$ cat src/rtl/hazard_ctrl.sv
// Hazard/sequencing controller for the five-stage core: stage stalls/flushes,
// memory wait freeze with timeout, E-stage forwarding. Optional HAZARD_STATS_EN adds counters.
module hazard_ctrl #(
  parameter int unsigned WARMUP      = 3,
  parameter int unsigned MEM_TIMEOUT = 255
) (
  input  logic        clk,
  input  logic        reset,
  input  logic [4:0]  Rs1D,
  input  logic [4:0]  Rs2D,
  input  logic [4:0]  Rs1E,
  input  logic [4:0]  Rs2E,
  input  logic [4:0]  RdE,
  input  logic [4:0]  RdM,
  input  logic [4:0]  RdW,
  input  logic        ResultSrcE0,
  input  logic        RegWriteM,
  input  logic        RegWriteW,
  input  logic        PCSrcE,
  input  logic        MemReqM,
  input  logic        MemReadyM,
  output logic        StallF,
  output logic        StallD,
  output logic        StallE,
  output logic        StallM,
  output logic        FlushD,
  output logic        FlushE,
  output logic        FlushW,
  output logic [1:0]  ForwardAE,
  output logic [1:0]  ForwardBE,
  output logic        MemErr
`ifdef HAZARD_STATS_EN
  ,
  output logic [31:0] StallCycles,
  output logic [31:0] FlushEvents
`endif
);

  typedef enum logic [1:0] {WARM, RUN, MEM_WAIT} state_t;

  state_t      r_state, w_state_nxt;
  logic [15:0] r_cnt, w_cnt_nxt;
  logic        r_mem_err;
  logic        w_err_set;
  logic        w_advance;
  logic        w_load_use;

  function automatic logic [1:0] fwd_sel(input logic [4:0] rs,
                                         input logic       wr_m, input logic [4:0] rd_m,
                                         input logic       wr_w, input logic [4:0] rd_w);
    if (wr_m && rd_m != 5'd0 && rd_m == rs)      return 2'b10;
    else if (wr_w && rd_w != 5'd0 && rd_w == rs) return 2'b01;
    else                                         return 2'b00;
  endfunction

  assign w_load_use = ResultSrcE0 && RdE != 5'd0 && (Rs1D == RdE || Rs2D == RdE);

  always_ff @(posedge clk or negedge reset) begin
    if (!reset) begin
      r_state   <= WARM;
      r_cnt     <= 16'(WARMUP);
      r_mem_err <= 1'b0;
    end else begin
      r_state <= w_state_nxt;
      r_cnt   <= w_cnt_nxt;
      if (w_err_set) r_mem_err <= 1'b1;
    end
  end

  always_comb begin
    w_state_nxt = r_state;
    w_cnt_nxt   = r_cnt;
    w_err_set   = 1'b0;
    w_advance   = 1'b0;
    StallF = 1'b0;
    StallD = 1'b0;
    StallE = 1'b0;
    StallM = 1'b0;
    FlushD = 1'b0;
    FlushE = 1'b0;
    FlushW = 1'b0;
    case (r_state)
      WARM: begin
        FlushD    = 1'b1;
        FlushE    = 1'b1;
        FlushW    = 1'b1;
        w_cnt_nxt = r_cnt - 16'd1;
        if (r_cnt == 16'd1) w_state_nxt = RUN;
      end
      RUN: begin
        if (MemReqM && !MemReadyM) begin
          {StallF, StallD, StallE, StallM, FlushW} = 5'b11111;
          w_state_nxt = MEM_WAIT;
          w_cnt_nxt   = 16'(MEM_TIMEOUT);
        end else begin
          w_advance = 1'b1;
        end
      end
      MEM_WAIT: begin
        // Timeout releases the freeze exactly like an ack, but latches the error.
        if (MemReadyM || r_cnt == 16'd1) begin
          w_advance   = 1'b1;
          w_err_set   = !MemReadyM;
          w_state_nxt = RUN;
        end else begin
          {StallF, StallD, StallE, StallM, FlushW} = 5'b11111;
          w_cnt_nxt = r_cnt - 16'd1;
        end
      end
      default: begin
        w_state_nxt = WARM;
        w_cnt_nxt   = 16'(WARMUP);
      end
    endcase
    // A taken branch squashes the dependent instruction, so it overrides load-use.
    if (w_advance) begin
      if (PCSrcE) begin
        FlushD = 1'b1;
        FlushE = 1'b1;
      end else if (w_load_use) begin
        StallF = 1'b1;
        StallD = 1'b1;
        FlushE = 1'b1;
      end
    end
  end

  assign ForwardAE = reset ? fwd_sel(Rs1E, RegWriteM, RdM, RegWriteW, RdW) : 2'b00;
  assign ForwardBE = reset ? fwd_sel(Rs2E, RegWriteM, RdM, RegWriteW, RdW) : 2'b00;
  assign MemErr    = r_mem_err;

`ifdef HAZARD_STATS_EN
  logic [31:0] r_stall_cycles;
  logic [31:0] r_flush_events;

  always_ff @(posedge clk or negedge reset) begin
    if (!reset) begin
      r_stall_cycles <= 32'd0;
      r_flush_events <= 32'd0;
    end else begin
      if (StallF && r_stall_cycles != 32'hFFFF_FFFF)
        r_stall_cycles <= r_stall_cycles + 32'd1;
      if (FlushE && r_state != WARM && r_flush_events != 32'hFFFF_FFFF)
        r_flush_events <= r_flush_events + 32'd1;
    end
  end

  assign StallCycles = r_stall_cycles;
  assign FlushEvents = r_flush_events;
`endif

endmodule
$ cat config.mk
export PLATFORM = sky130hd
export DESIGN_NAME = hazard_ctrl
export DESIGN_NICKNAME = d
export VERILOG_FILES = /design/src/rtl/hazard_ctrl.sv
export SDC_FILE = /design/constraint.sdc
export NUM_CORES = 1
export LEC_CHECK = 0
export ABC_AREA = 0
export BUFFER_PORTS_ARGS = -buffer_cell sky130_fd_sc_hd__buf_2
export CAP_MARGIN = 20
export CORE_AREA = 2 2 73 75
export CTS_BUF_LIST = sky130_fd_sc_hd__clkbuf_4 sky130_fd_sc_hd__clkbuf_8
export DETAILED_ROUTE_END_ITERATION = 8
export DIE_AREA = 0 0 75 77
export HOLD_SLACK_MARGIN = 0.03
export PLACE_DENSITY = 0.68
export SLEW_MARGIN = 25
export SYNTH_ARGS = -nofsm -noshare
export SYNTH_HDL_FRONTEND = slang
export SYNTH_SLANG_ARGS = --single-unit
$ cat constraint.sdc
create_clock -name clk -period 3.5 [get_ports clk]
set_input_delay 0.175 -clock clk [delete_from_list [all_inputs] [get_ports clk]]
set_output_delay 0.175 -clock clk [all_outputs]
set_load 0.005 [all_outputs]
==> impl_metrics.yaml <==
synth:
  synth.area.top_cells: "dfrtp_1, xor2_1, xnor2_1, ha_1, o21ai_0"
  synth_top_area_share_pct: 25.0
  ys_seq_area_share_pct: 28.0
  ys_ff_latch: 19
  synth_cell_type_count: 48
  postSynthAreaPerCell_um2: 8.56
  synth_top_area_cell: "dfrtp_1"
  synth_nets: 248
  synthFlopType: "dfrtp_1"
  synth_area_mm2: 0.00170
  async_flop_share_pct: 100
  synthCells: 199
  synth_edf_count: 0
  yosys_warnings: 0
global_route:
  grt_util_all_layers_pct: 15.2
  antenna_found_initial: 0
  grt_pass1_wl_mm: 7.17
  overflow: 0
  grt_start_max_net_pins: 23
  grt_pass1_vias: 1583
sta:
  fin_ws_ns: 0.900
  worstMarginPinSlew_ns: 0.627
  hold_violations: 0
  setup_violations: 0
  min_period_over_period_pct: 74.3
  skew_ns: 0.00242
  maxSlewViolCount: 0
  relSlewSlack_pct: 57.8
  rsz0062_at_grt: "false"
  fin_setup_tns_ns: 0
  period_needed_ns: 2.60
  fmax_mhz: 385
pwr:
  p_leak_nw: 0.938
  p_per_area_mw_per_mm2: 599
  ir_drop_mv: 0.423
flow_run:
  drv_cap: 0
routing:
  drt-initial-drc-count: 58
  wl_per_cell_um: 12.8
  dr_total_vias: 1660
  drt-vias-per-instance: 5.17
  drc_errors: 0
  wl_mm: 4.11
  first_pass_iters: 4
  ant_nets: 0
clock_tree:
  clkLatencyLatePin_ns: 0.26
  postCtsHoldBufs: 1
  cts_resized: 0
  clockBufferDepth: 2
  path_clk_slew_ns: 0.08
  cts_htree_levels: 1
  cts_num_sinks: 19
  cts_tree: "yes"
  root_buffer: "clkbuf_8"
  post_cts_buffers: 0
  cts_made_buffers: 3
setup_path:
  path_class: "register to output port"
  r2r_slack_ns: 1.02
  worstSetupStartpointType: "register"
  arrival_ns: 2.43
  worst_r2r_path_depth: 6
  critPathRequiredTime_ns: 3.32
  cp_max_fo: 17
  reg2reg_from: "r_state[0]"
  end_kind: "output port"
  r2r-end: "r_cnt[9]"
min_path:
  hold_path_depth: 4
  min_from: "MemReadyM"
  worst_hold_path.endpoint: "MemErr"
  hold_class: "input port to register"
layout:
  layout_common_cells: "buf_2, xor2_1, dfrtp_1"
  antennaDiodeCount: 0
  layout_commonest_cell: "buf_2"
  filler_cell_count: 510
  nets: 301
  drive_above_1_share_pct: 28.3
  area_delta_synth_final_pct: 22.0
placed_design:
  place_hpwl_mm: 3.23
  dp_slack_ns: 1.04
  gp_congestion: 0.855
  portBuffers: 54
floorplan:
  die_w_um: 75
  die_area_mm2: 0.00578
  ios: 55
  rows: 26
  die_y_um: 77
  start_util_pct: 34.2
  design.core.area_mm2: 0.00498
status:
  status: "finished clean"
## metrics by stage
stage / hold WS [ns] / cells / area [um^2] / util (%) / total power [W]
2_1_floorplan: -0.121 / 199 / 1700 / - / 0.000909
3_3_place_gp: 0.172 / 316 / 2020 / 40.6 / 0.00106
3_5_place_dp: 0.178 / 316 / 2020 / 40.6 / 0.00108
4_1_cts: 0.257 / 321 / 2080 / 41.8 / 0.00125
5_1_grt: 0.292 / 321 / 2080 / 41.8 / 0.00138
6_report: 0.263 / 321 / 2080 / 41.8 / 0.00125
## cells in the mapped netlist, types with 2 or more instances
library cell and instances:
xor2_1 18, dfrtp_1 17, o21ai_0 15, nand2_1 14, a21oi_1 13, nor2_1 12
xnor2_1 12, nand3_1 8, inv_1 7, nor3_1 7, ha_1 6, nor4_1 6
or4_1 6, a22o_1 5, and2_1 4, buf_4 4, o41ai_1 4, o31ai_1 3
or2_2 3, clkbuf_1 2, dfstp_2 2, nand2b_1 2, nor4_4 2, o21a_1 2
or4_4 2
## where the power goes
group | internal (W) | total (W) | switching, W
Clock | 0.0000889 | 0.000167 | 0.0000778
Sequential | 0.000295 | 0.000403 | 0.000109
Combinational | 0.000295 | 0.000676 | 0.000381
Total | 0.000679 | 0.00125 | 0.000567
## routing by layer
| layer | GRT usage (%) | routed length, um | vias to the layer above | share of wire (%) |
|---|---|---|---|---|
| li1 | - | - | 835 | - |
| met1 | 20.6 | 1960 | 776 | 48 |
| met2 | 25.4 | 1930 | 44 | 47 |
| met3 | 1.71 | 179 | 5 | 4.4 |
| met4 | 3.75 | 40 | 0 | 0.97 |
| met5 | 0 | 0 | - | 0 |
## critical path, stage by stage, from the launching register on
cell	delay, ns
dfstp_2	0.58
ha_1	0.16
nor4b_1	0.30
nand4_2	0.25
a21oi_4	0.42
nand3b_1	0.12
o2bb2ai_1	0.19
buf_2	0.14
## final cells by class
type | instances | area [um^2] | area share (%)
clock buffers | 4 | 48.8 | 2.35
multi-input cells | 166 | 1160 | 55.7
flip-flops and latches | 19 | 478 | 23.0
repair buffers | 55 | 280 | 13.5
well taps | 70 | 87.6 | 4.21
inverters | 7 | 26.3 | 1.26
## how the worst max path moves through the flow
| stage | start | endpoint | cells after the start |
|---|---|---|---|
| 5_1_grt | r_cnt[0] | StallF | 7 |
| 3_5_place_dp | r_state[0] | r_cnt[9] | 6 |
| 6_report | r_cnt[0] | StallD | 7 |
| 2_1_floorplan | r_cnt[0] | StallF | 8 |
| 3_3_place_gp | r_cnt[0] | StallF | 7 |
| 4_1_cts | r_cnt[0] | StallD | 7 |
## cell families (layout without fill, tap and decap cells)
logic type	after synthesis	after routing	share of synthesized area, %
AND/OR/NAND/NOR	73	73	25.4
AO/OA/AOI/OAI	56	56	22.1
XOR/XNOR	30	30	15.4
flip-flops	19	19	28.0
buffers and inverters	14	66	4.04
adder cells (fa/ha/maj)	6	6	4.41
multiplexers	1	1	0.587
## sequential cells by signal, summed over array words and instances (netlist names)
register / cells
r_cnt: 16
r_state: 2
MemErr: 1
Note: power is estimated with default switching activity, not from simulation.
